--- config.mk ---
export PLATFORM = sky130hd
export DESIGN_NAME = heartbeat_multi
export DESIGN_NICKNAME = d
export VERILOG_FILES = /design/src/rtl/heartbeat_pkg.sv /design/src/rtl/heartbeat_multi_tick_gen.sv /design/src/rtl/heartbeat_multi.sv
export SDC_FILE = /design/constraint.sdc
export NUM_CORES = 1
export LEC_CHECK = 0
export CAP_MARGIN = 20
export CORE_AREA = 2 2 168 170
export CTS_BUF_LIST = sky130_fd_sc_hd__clkbuf_16
export DETAILED_ROUTE_END_ITERATION = 10
export DIE_AREA = 0 0 170 172
export SKIP_LAST_GASP = 1
export SLEW_MARGIN = 20
export SYNTH_ARGS = -nofsm -noshare
export SYNTH_HDL_FRONTEND = slang
export SYNTH_SLANG_ARGS = --single-unit
--- constraint.sdc ---
create_clock -name CLOCK_50 -period 9.2 [get_ports CLOCK_50]
set_input_delay 1.84 -clock CLOCK_50 [delete_from_list [all_inputs] [get_ports CLOCK_50]]
set_output_delay 1.84 -clock CLOCK_50 [all_outputs]
set_load 0.02 [all_outputs]
--- src/rtl/heartbeat_pkg.sv ---
// Shared encodings for the LED heartbeat block.
// Latency: n/a (constants only).
// Backpressure: n/a.
package heartbeat_pkg;

  // Pattern selection, as driven on the mode input.
  localparam logic [1:0] MODE_BLINK   = 2'd0;
  localparam logic [1:0] MODE_BREATHE = 2'd1;
  localparam logic [1:0] MODE_SCAN    = 2'd2;
  localparam logic [1:0] MODE_COUNT   = 2'd3;

  // Travel direction of the bouncing scan.
  typedef enum logic {
    DIR_UP   = 1'b0,
    DIR_DOWN = 1'b1
  } dir_t;

endpackage

--- src/rtl/heartbeat_multi_tick_gen.sv ---
// tick_gen: prescaler producing a one-cycle tick every DIV enabled cycles.
// Latency: tick is combinational from the prescaler count (first tick on the DIV-th edge).
// Backpressure: en=0 holds the count and masks tick; clr restarts the count at 0.
module tick_gen #(
  parameter int DIV = 500000
) (
  input  logic CLOCK_50,
  input  logic KEY0,
  input  logic en,
  input  logic clr,
  output logic tick
);
  localparam int PW = (DIV > 1) ? $clog2(DIV) : 1;
  localparam logic [PW-1:0] PRE_LAST = PW'(DIV - 1);

  logic [PW-1:0] pre;

  assign tick = en && (pre == PRE_LAST);

  // Count enabled cycles, wrapping on tick; a restart forces the count back to 0.
  always_ff @(posedge CLOCK_50 or negedge KEY0) begin
    if (!KEY0) begin
      pre <= '0;
    end else if (clr || tick) begin
      pre <= '0;
    end else if (en) begin
      pre <= pre + 1'b1;
    end
  end

endmodule

--- src/rtl/heartbeat_multi.sv ---
// heartbeat_multi: N-channel LED heartbeat with blink, breathe, scan and count patterns.
// Latency: pattern state moves on each tick edge; LEDR and beat follow one edge later.
// Backpressure: none; en=0 freezes the pattern while the PWM ramp keeps running.
module heartbeat_multi
  import heartbeat_pkg::*;
#(
  parameter int NLED     = 10,
  parameter int DIV      = 500000,
  parameter int PWM_BITS = 8
) (
  input  logic            CLOCK_50,
  input  logic            KEY0,
  input  logic            en,
  input  logic [1:0]      mode,
  output logic [NLED-1:0] LEDR,
  output logic            beat
);
  localparam int SW     = PWM_BITS + 1;
  localparam int PERIOD = 2 ** SW;
  localparam int PHASE  = PERIOD / NLED;
  localparam int PW     = (NLED > 1) ? $clog2(NLED) : 1;
  localparam logic [PW-1:0] POS_LAST = PW'(NLED - 1);

  logic                tick;
  logic                restart;
  logic                adv;
  logic [1:0]          mode_q;
  logic [SW-1:0]       step;
  logic [PWM_BITS-1:0] pwm;
  logic [PW-1:0]       pos;
  dir_t                dir;
  logic [NLED-1:0]     cnt;
  logic                wrap_q;
  logic [NLED-1:0]     breathe_led;
  logic [NLED-1:0]     scan_led;
  logic [NLED-1:0]     led_next;

  // A mode change restarts every pattern; a tick landing in that cycle is dropped.
  assign restart = (mode != mode_q);
  assign adv     = tick && !restart;

  tick_gen #(
    .DIV(DIV)
  ) u_tick_gen (
    .CLOCK_50(CLOCK_50),
    .KEY0    (KEY0),
    .en      (en),
    .clr     (restart),
    .tick    (tick)
  );

  // Track the requested mode so a change can be detected one cycle later.
  always_ff @(posedge CLOCK_50 or negedge KEY0) begin
    if (!KEY0) mode_q <= MODE_BLINK;
    else       mode_q <= mode;
  end

  // Heartbeat phase and period-wrap flag; the flag feeds beat one edge later.
  always_ff @(posedge CLOCK_50 or negedge KEY0) begin
    if (!KEY0) begin
      step   <= '0;
      wrap_q <= 1'b0;
    end else if (restart) begin
      step   <= '0;
      wrap_q <= 1'b0;
    end else begin
      wrap_q <= adv && (step == '1);
      if (adv) step <= step + 1'b1;
    end
  end

  // PWM ramp free-runs every cycle so frozen breathe levels keep dimming correctly.
  always_ff @(posedge CLOCK_50 or negedge KEY0) begin
    if (!KEY0) pwm <= '0;
    else       pwm <= pwm + 1'b1;
  end

  // Bouncing scan position; turns around at both ends, parked at 0 with a single LED.
  always_ff @(posedge CLOCK_50 or negedge KEY0) begin
    if (!KEY0) begin
      pos <= '0;
      dir <= DIR_UP;
    end else if (restart) begin
      pos <= '0;
      dir <= DIR_UP;
    end else if (adv && (NLED > 1)) begin
      if (dir == DIR_UP) begin
        if (pos == POS_LAST) begin
          dir <= DIR_DOWN;
          pos <= pos - 1'b1;
        end else begin
          pos <= pos + 1'b1;
        end
      end else begin
        if (pos == '0) begin
          dir <= DIR_UP;
          pos <= pos + 1'b1;
        end else begin
          pos <= pos - 1'b1;
        end
      end
    end
  end

  // Binary counter shown directly on the LEDs in COUNT mode.
  always_ff @(posedge CLOCK_50 or negedge KEY0) begin
    if (!KEY0)        cnt <= '0;
    else if (restart) cnt <= '0;
    else if (adv)     cnt <= cnt + 1'b1;
  end

  assign scan_led = NLED'(1) << pos;

  // Each channel reads the triangle wave at its own phase offset and compares with the ramp.
  for (genvar i = 0; i < NLED; i++) begin : g_breathe
    localparam logic [SW-1:0] OFFSET = SW'((i * PHASE) % PERIOD);
    logic [SW-1:0]       phase;
    logic [PWM_BITS-1:0] level;
    assign phase          = step + OFFSET;
    assign level          = phase[SW-1] ? ~phase[PWM_BITS-1:0] : phase[PWM_BITS-1:0];
    assign breathe_led[i] = (pwm < level);
  end

  // Select the active pattern for the LED register.
  always_comb begin
    led_next = '0;
    case (mode_q)
      MODE_BLINK:   led_next = {NLED{step[SW-1]}};
      MODE_BREATHE: led_next = breathe_led;
      MODE_SCAN:    led_next = scan_led;
      MODE_COUNT:   led_next = cnt;
      default:      led_next = '0;
    endcase
  end

  // Registered LED drive and beat pulse; a restart blanks the LEDs for one edge.
  always_ff @(posedge CLOCK_50 or negedge KEY0) begin
    if (!KEY0) begin
      LEDR <= '0;
      beat <= 1'b0;
    end else if (restart) begin
      LEDR <= '0;
      beat <= 1'b0;
    end else begin
      LEDR <= led_next;
      beat <= wrap_q;
    end
  end

endmodule

==> flow_summary.yaml <==
run_status:
  status: "completed"
synth:
  ys_seq_area_share_pct: 24.15
  syn_area_per_cell_um2: 8.724
  ys_top_cells_by_area: "dfrtp_1 24%, ha_1 18%, xnor2_1 15%"
  yosysTopAreaCellShare_pct: 24.15
  synth_edf_count: 0
  yosysTopAreaCell: "dfrtp_1"
  syn_area_um2: 6735
  synth_warnings: 0
  ys_ff_latch: 65
  synth-main-ff-cell: "dfrtp_1"
  async_flop_share_pct: 100.0
  synth.distinct_cells: 68
  syn_nets: 876
  synth_cells: 772
detailed_routing:
  drcViolationCount: 0
  wl_mm: 18.13
  wl_per_cell_um: 16.19
  num_vias: 5611
  drtAntennaViolNets: 0
  viasPerCell: 5.010
  drtIter0Drc: 405
  dr.pass1.iters: 5
clock_tree:
  clock-root-buffer: "clkbuf_16"
  postCtsSetupBuffers: 0
  clock_sinks: 65
  cts_resized: 0
  clkLatencyLatePin_ns: 0.35
  postCtsHoldBufs: 0
  cts_tree: "done"
  numCtsBuffers: 9
  clk_pin_slew_ns: 0.07
  clockBufferDepth: 2
  htreeDepth: 3
timing:
  final.min_clock_period_ns: 4.072
  worst_pin_slew_ns: 0.9384
  slew_viol_final: 0
  fmax_mhz: 245.6
  finalCritPeriodShare_pct: 44.26
  slew_headroom_pct: 37.23
  hold_viol_final: 0
  fin_tns_setup_ns: 0
  setup_viol: 0
  skew_ns: 0.01171
  rsz0062_at_grt: "false"
place:
  post-dp-hpwl_mm: 13.23
  postPlaceCellArea_um2: 7187
  place_congestion: 0.9202
  numPortBuffers: 15
worst_setup_path:
  reg2reg_depth: 12
  endpoint_kind: "register"
  start_kind: "register"
  rrSetupSlack_ns: 5.13
  crit_path_max_fanout: 14
  critPathKind: "reg -> reg"
  arrival_ns: 4.34
  required_ns: 9.46
global_route:
  grt_first_pass_wirelength_mm: 30.08
  grt_pass1_vias: 5486
  grt_overflow: 0
  antenna_found_initial: 0
  grt_usage_pct: 13.18
  grt_max_degree: 66
floorplanning:
  core-area_um2: 27480
  rows: 61
  die_w_um: 170
  dieArea_um2: 29240
  initial_core_util_pct: 24.51
  die_h_um: 172
  ios: 16
power:
  powerDensity_nw_per_um2: 94.23
  total_power_mw: 0.7063
  peakVddDrop_mv: 0.06789
  leakagePower_nw: 3.013
finish:
  most-common-layout-cells: "116 x xnor2_1, 99 x ha_1, 70 x nand2_1"
  fill_cells: 2958
  area_growth_pct: 11.29
  diodes: 0
  final_common_cell: "xnor2_1"
  drive_gt1_share_pct: 4.393
  fin_nets: 873
  final_area_um2: 7496
run:
  cap_violations: 0
min_path:
  worstHoldPathType: "reg -> reg"
  holdPathStages: 1
worst max-delay path, stage by stage (launching register included):
cell,delay [ns]
dfrtp_1,0.71
inv_1,0.30
ha_1,0.29
nor2b_1,0.17
o21bai_1,0.45
nand2_1,0.13
xor2_1,0.43
xnor2_1,0.15
ha_1,0.28
and3_1,0.16
a2111oi_0,0.56
nand3_1,0.15
o211ai_1,0.22
layer usage:
| layer | share of wire [%] | routed length, µm | vias up | global-route usage, % |
|---|---|---|---|---|
| li1 | - | - | 2721 | - |
| met1 | 48 | 8746 | 2753 | 18.33 |
| met2 | 45 | 8237 | 114 | 21.01 |
| met3 | 4.6 | 835 | 23 | 2.586 |
| met4 | 1.7 | 309 | 0 | 3.233 |
| met5 | 0 | 0 | - | 0 |
per-stage QoR:
stage               hold slack (ns)  setup WS (ns)  utilization, %  cells
detailed placement           0.4502          4.786           26.16   1104
CTS                          0.4706          5.159           27.28   1120
floorplan                    0.4277          5.866               -    772
global placement             0.4388          4.824           26.16   1104
finish                       0.4596          5.128           27.28   1120
global route                 0.4737          4.819           27.28   1120
power by group:
group	internal, mW	leakage (nW)	total, mW	switching, mW
clock	0.216	0.149	0.376	0.160
combinational	0.0119	1.98	0.0383	0.0264
sequential	0.289	0.884	0.292	0.00323
total	0.517	3.01	0.706	0.189
cell usage after synthesis (5+ instances only):
| master | number |
|---|---|
| xnor2_1 | 116 |
| ha_1 | 99 |
| nand2_1 | 70 |
| dfrtp_1 | 65 |
| nor2_1 | 63 |
| a21oi_1 | 40 |
| xor2_1 | 39 |
| inv_1 | 25 |
| o21ai_0 | 25 |
| nand3_1 | 22 |
| nor3_1 | 20 |
| nand4_1 | 15 |
| clkbuf_1 | 14 |
| buf_2 | 9 |
| o21a_1 | 9 |
| nand2b_1 | 8 |
| nor4_1 | 8 |
| and3_1 | 7 |
| and4_1 | 7 |
| nor2b_1 | 7 |
| a2111oi_0 | 6 |
| a21o_1 | 6 |
| mux2i_1 | 6 |
| or3_1 | 5 |
final cells by class:
class / instances / area [µm²] / area share, %
sequential: 65 / 1627 / 21.70
timing repair buffer: 16 / 155.1 / 2.070
clock inverter: 7 / 83.83 / 1.118
tap: 346 / 432.9 / 5.775
multi-input combinational: 651 / 4875 / 65.03
inverter: 26 / 97.59 / 1.302
clock buffer: 9 / 225.2 / 3.005
cells by family after synthesis:
family	after synthesis	share of synthesized area (%)
AOI/OAI and AO/OA	141	14.23
xor gates and xnor gates	156	20.40
adders and majority gates	99	18.39
buffers and inverters	56	3.474
DFF	65	24.15
muxes	8	1.226
and+or+nand+nor	247	18.13
sequential cells by signal (all words and copies together) (netlist names):
name / count
pwm: 8
cnt: 10
wrap_q: 1
step: 9
LEDR: 10
mode_q: 2
pos: 4
u_tick_gen.pre: 19
dir: 1
beat: 1
path summary, 6_finish.rpt:
path                       startpoint       to
setup / recovery              step[3]  LEDR[9]
setup reg to reg              step[3]  LEDR[9]
hold / removal                 wrap_q     beat
hold reg to reg                wrap_q     beat
max in group asynchronous        KEY0  step[6]
min in group asynchronous        KEY0  LEDR[5]
(Power assumes the default switching activity.)
==> patch 1, RTL diff (same settings) <==
The parameter `PWM_BITS` goes from 8 to 9.
--- a/src/rtl/heartbeat_multi.sv
+++ b/src/rtl/heartbeat_multi.sv
@@ -7,5 +7,5 @@
   parameter int NLED     = 10,
   parameter int DIV      = 500000,
-  parameter int PWM_BITS = 8
+  parameter int PWM_BITS = 9
 ) (
   input  logic            CLOCK_50,
Function: no difference found for any inputs over 10 cycles, from zero or initial values; that may be too few to reach the edited logic, so the function may still have changed.
==> patch 1 against the unedited design <==
  * Worst setup slack better by 300 ps
  * Clock skew is 5.4 ps lower
  * Routed wire length is 8.9% higher
  * Total power is 0.25% higher
  * Sequential share of layout area is 0.59 points lower
  * Count of clock-buffer cells in the layout stayed put
  * Critical endpoint is now LEDR[1]$_DFF_PN0_
  * Sequential cell count is 2 higher
  * Synthesized area is 6.6% higher
  * Largest cell class unchanged
  * Cell area is 6.0% higher
  * Via count is 3.8% higher
  * Synthesized cell count is 4.4% higher
==> patch 1: results (changes against the unedited design) <==
| Metric | Value |
|---|---|
| Overall routing resource usage | 0.142 (+0.0102) |
| GPL Wtd Cong | 0.908 (-1.3%) |
| Netlist cell types | 71 (+4.4%) |
| Final HPWL DP | 14300 um (+7.8%) |
| Worst-path clk slew | 70 ps (about the same) |
| Hold/Removal Path Class | reg2reg |
| Total global routing overflow | 0 (unchanged) |
| Outcome | complete, no violations |
| CP peak stage delay | 620 ps (-90 ps) |
| Grt met3 use | 0.0275 (+0.00160) |
| Port bufs | 15 (unchanged) |
| Finished Layout Cells | 1156 (+3.2%) |
| Via density | 5.04 (+0.58%) |
| Biggest register | u_tick_gen.pre |
| Vias in the first global route | 5732 (+4.5%) |
| Setup bufs post-CTS | 0 (unchanged) |
| Max IR drop VDD | 0.0943 mV (+39%) |
| Synth top area cells | dfrtp_1 (23%), ha_1 (19%), xnor2_1 (15%), xor2_1 (5.1%), a21oi_1 (3.8%) |
| Worst-Margin Slew | 1070 ps (+135 ps) |
| Clk root buf | clkbuf_16 |
| Leak Pwr | 3.43 nW (+14%) |
| Clock Skews | 6.27 ps (-5.44 ps) |
| Dpl ws | 5180 ps (+391 ps) |
| Largest register FFs | 19 (unchanged) |
| ANT cells | 0 (unchanged) |
| Post-Place Cells | 1140 (+3.3%) |
| Cell family with most CP delay | compound AO/OA/AOI/OAI gates |
| Cells on worst reg2reg path | 11 (-1) |
| Fraction of the yosys area taken by sequential cells | 0.234 (-0.00793) |
| Avg WL per Cell | 17.1 um (+5.5%) |
| Fin nets | 920 (+5.4%) |
| Post-synth top cells | xnor2_1 (122), ha_1 (110), dfrtp_1 (67) |
| Drt first-iter violations | 398 (-1.7%) |
| Met1 usage | 0.191 (+0.00726) |
| First-pass GRT wire length | 32200 um (+7.1%) |
| CTS Buffer Depth | 2 (unchanged) |
| Largest net degree at the start of global routing | 68 (+3.0%) |
| TritonRoute pass-1 iters | 8 (+3) |
| CP max stage cell | a221oi_1 |
| Htree depth | 3 (unchanged) |
| Share of cells above drive strength 1 | 0.0630 (+0.0190) |
| Clock Latency Late Sink | 350 ps (about the same) |
| Met2 Track Usage GR | 0.231 (+0.0211) |
| Synth Instances | 806 (+4.4%) |
| Sw frac | 0.260 (-0.00751) |
| Critical path peak fanout | 9 (-5) |
[patch 1: power groups by stage]
stage	combinational (W)	clock, W	sequential (W)
global route	0.0000410	0.000394	0.000301
detailed placement	0.0000378	0	0.000307
floorplan	0.0000160	0	0.000308
global placement	0.0000377	0	0.000307
finish	0.0000369	0.000370	0.000301
CTS	0.0000379	0.000381	0.000301
[patch 1: cell type report]
| type | instances | area, um^2 |
|---|---|---|
| clock buffer | 9 | 225 |
| clock inverter | 7 | 80.1 |
| fill | 2895 | 19500 |
| inverter | 23 | 86.3 |
| multi-input combinational | 685 | 5260 |
| sequential | 67 | 1680 |
| tap | 346 | 433 |
| timing repair buffer | 19 | 178 |
[patch 1: final timing paths]
| kind | startpoint | endpoint | slack [ps] |
|---|---|---|---|
| min | wrap_q$_DFF_PN0_ | beat$_DFF_PN0_ | 480 |
| max reg2reg | step[4]$_DFFE_PN0P_ | LEDR[5]$_DFF_PN0_ | 5510 |
| min reg2reg | wrap_q$_DFF_PN0_ | beat$_DFF_PN0_ | 480 |
| max in group asynchronous | KEY0 | LEDR[3]$_DFF_PN0_ | 6960 |
| min in group asynchronous | KEY0 | LEDR[1]$_DFF_PN0_ | 1590 |
| max | mode[1] | LEDR[1]$_DFF_PN0_ | 5430 |
[patch 1: worst register-to-register path: cells and delay by family (launching register included)]
family	cells	cell delay, ps
AOI/OAI and AO/OA	4	1100
adders and majority gates	2	710
xor gates and xnor gates	2	560
DFF	1	550
buffers and inverters	1	390
and+or+nand+nor	2	300
[patch 1: cell families after synthesis]
group | Yosys count | share of synthesized area
DFF | 67 | 0.234
adders and majority gates | 110 | 0.192
buffers and inverters | 54 | 0.0340
xor gates and xnor gates | 169 | 0.211
AOI/OAI and AO/OA | 146 | 0.134
muxes | 8 | 0.0115
and+or+nand+nor | 252 | 0.184
[patch 1: metrics by stage]
stage               hold slack (ps)  instance area (um^2)  power [W]
floorplan                       428                  7180   0.000324
global placement                451                  7630   0.000345
detailed placement              462                  7630   0.000344
CTS                             492                  7940   0.000720
global route                    509                  7940   0.000736
finish                          479                  7940   0.000708
[patch 1: routing by layer]
layer / vias up / part of all wire
met3: 32 / 0.044
li1: 2836 / -
met2: 148 / 0.46
met4: 0 / 0.023
met1: 2809 / 0.47
met5: - / 0
==> patch 2, RTL diff (same flow settings) <==
Without the edit above. Add an input register stage for `en` and `mode`, with the module's reset; this delays them by one clock. Comments in the files are not updated.
--- a/src/rtl/heartbeat_multi.sv
+++ b/src/rtl/heartbeat_multi.sv
@@ -22,4 +22,17 @@
   localparam logic [PW-1:0] POS_LAST = PW'(NLED - 1);
 
+  logic en_q;
+  logic [1:0] mode_r;
+
+  always_ff @(posedge CLOCK_50 or negedge KEY0) begin
+    if (!KEY0) begin
+      en_q   <= '0;
+      mode_r <= '0;
+    end else begin
+      en_q   <= en;
+      mode_r <= mode;
+    end
+  end
+
   logic                tick;
   logic                restart;
@@ -37,5 +50,5 @@
 
   // A mode change restarts every pattern; a tick landing in that cycle is dropped.
-  assign restart = (mode != mode_q);
+  assign restart = (mode_r != mode_q);
   assign adv     = tick && !restart;
 
@@ -45,5 +58,5 @@
     .CLOCK_50(CLOCK_50),
     .KEY0    (KEY0),
-    .en      (en),
+    .en      (en_q),
     .clr     (restart),
     .tick    (tick)
@@ -53,5 +66,5 @@
   always_ff @(posedge CLOCK_50 or negedge KEY0) begin
     if (!KEY0) mode_q <= MODE_BLINK;
-    else       mode_q <= mode;
+    else       mode_q <= mode_r;
   end
 
Function: changed (Yosys sat finds a counterexample within 4 cycles, from zero or initial values).
==> patch 2 against the unedited design <==
  * Synthesized area up 2.9%
  * First-iteration DRC count decreased by 1.5%
  * Largest cell class unchanged
  * Cell area increased by 2.3%
  * Count of clock-buffer cells in the layout unchanged
  * Worst setup slack better by 660 ps
  * Die area unchanged
  * Critical endpoint unchanged
  * Total power is 2.5% lower
  * Hold slack worse by 1.5 ps
  * Final cell count up 1.1%
  * Routed wire length up 6.5%
  * Sequential cell count increased by 3
  * Clock power shrank 8.2%
==> patch 2: results (changes against the unedited design) <==
| Metric | Value |
|---|---|
| Post-synth top cells | xnor2_1 (120), ha_1 (99), dfrtp_1 (68) |
| Placed Area | 7360 um^2 (+2.4%) |
| Vias in the first global route | 5687 (+3.7%) |
| Synth top area cells | dfrtp_1 (25%), ha_1 (18%), xnor2_1 (15%), xor2_1 (4.9%), a21oi_1 (4.1%) |
| Post-Place Cells | 1115 (+1.0%) |
| Fraction of the yosys area taken by sequential cells | 0.246 (+0.00403) |
| Share of cells above drive strength 1 | 0.0611 (+0.0171) |
| Multiplexer share of the synthesized area | 0.0134 (+0.00110) |
| Worst-Margin Slew | 998 ps (+59.5 ps) |
| Overall routing resource usage | 0.140 (+0.00783) |
| Leak Pwr | 3.12 nW (+3.6%) |
| Compound-Gate Fraction of Synth Area | 0.134 (-0.00870) |
| CP arrival | 3670 ps (-670 ps) |
| Endpoint, Worst Hold | mode_q[0]$_DFF_PN0_ |
| Hold Path Depth | 0 (-1) |
| Largest net degree at the start of global routing | 69 (+4.5%) |
| Critical path peak fanout | 12 (-2) |
| Outcome | complete, no violations |
| Min Hold Slack | 458 ps (-1.46 ps) |
| Dpl ws | 5840 ps (+1060 ps) |
| Avg WL per Cell | 17.1 um (+5.4%) |
| Netlist cell types | 62 (-8.8%) |
| Grt met3 use | 0.0357 (+0.00984) |
| Synthesized area per cell | 8.85 um^2 (+1.5%) |
| Post-layout min period | 3420 ps (-655 ps) |
## patch 2: cell count changes after synthesis, moves of 5 or more
cell      unedited run  this run
nand3_1             22        17
nand2_1             70        57
a21o_1               6        14
a211oi_1             4        11
nand4_1             15        25
a21oi_1             40        57
o21a_1               9         2
nor4_1               8         1
## patch 2: report_power, final
part	total [W]	internal [W]	switching [W]	leakage, nW
Clock	0.000345	0.000184	0.000162	0.126
Sequential	0.000307	0.000303	0.00000414	0.919
Combinational	0.0000364	0.0000121	0.0000243	2.08
Total	0.000689	0.000498	0.000190	3.12
## patch 2: final cells by class
cell class              instances  area (um^2)  area share
flip-flops and latches         68         1700       0.222
well taps                     346          433      0.0565
multi-input cells             655         4950       0.646
repair buffers                 18          190      0.0248
clock inverters                 7         52.6     0.00685
clock buffers                   9          225      0.0294
inverters                      29          109      0.0142
## patch 2: layer usage
layer	wire, um	part of all wire	vias up
met5	0	0	-
met4	784	0.041	0
li1	-	-	2732
met3	1140	0.059	37
met1	9020	0.47	2715
met2	8380	0.43	145
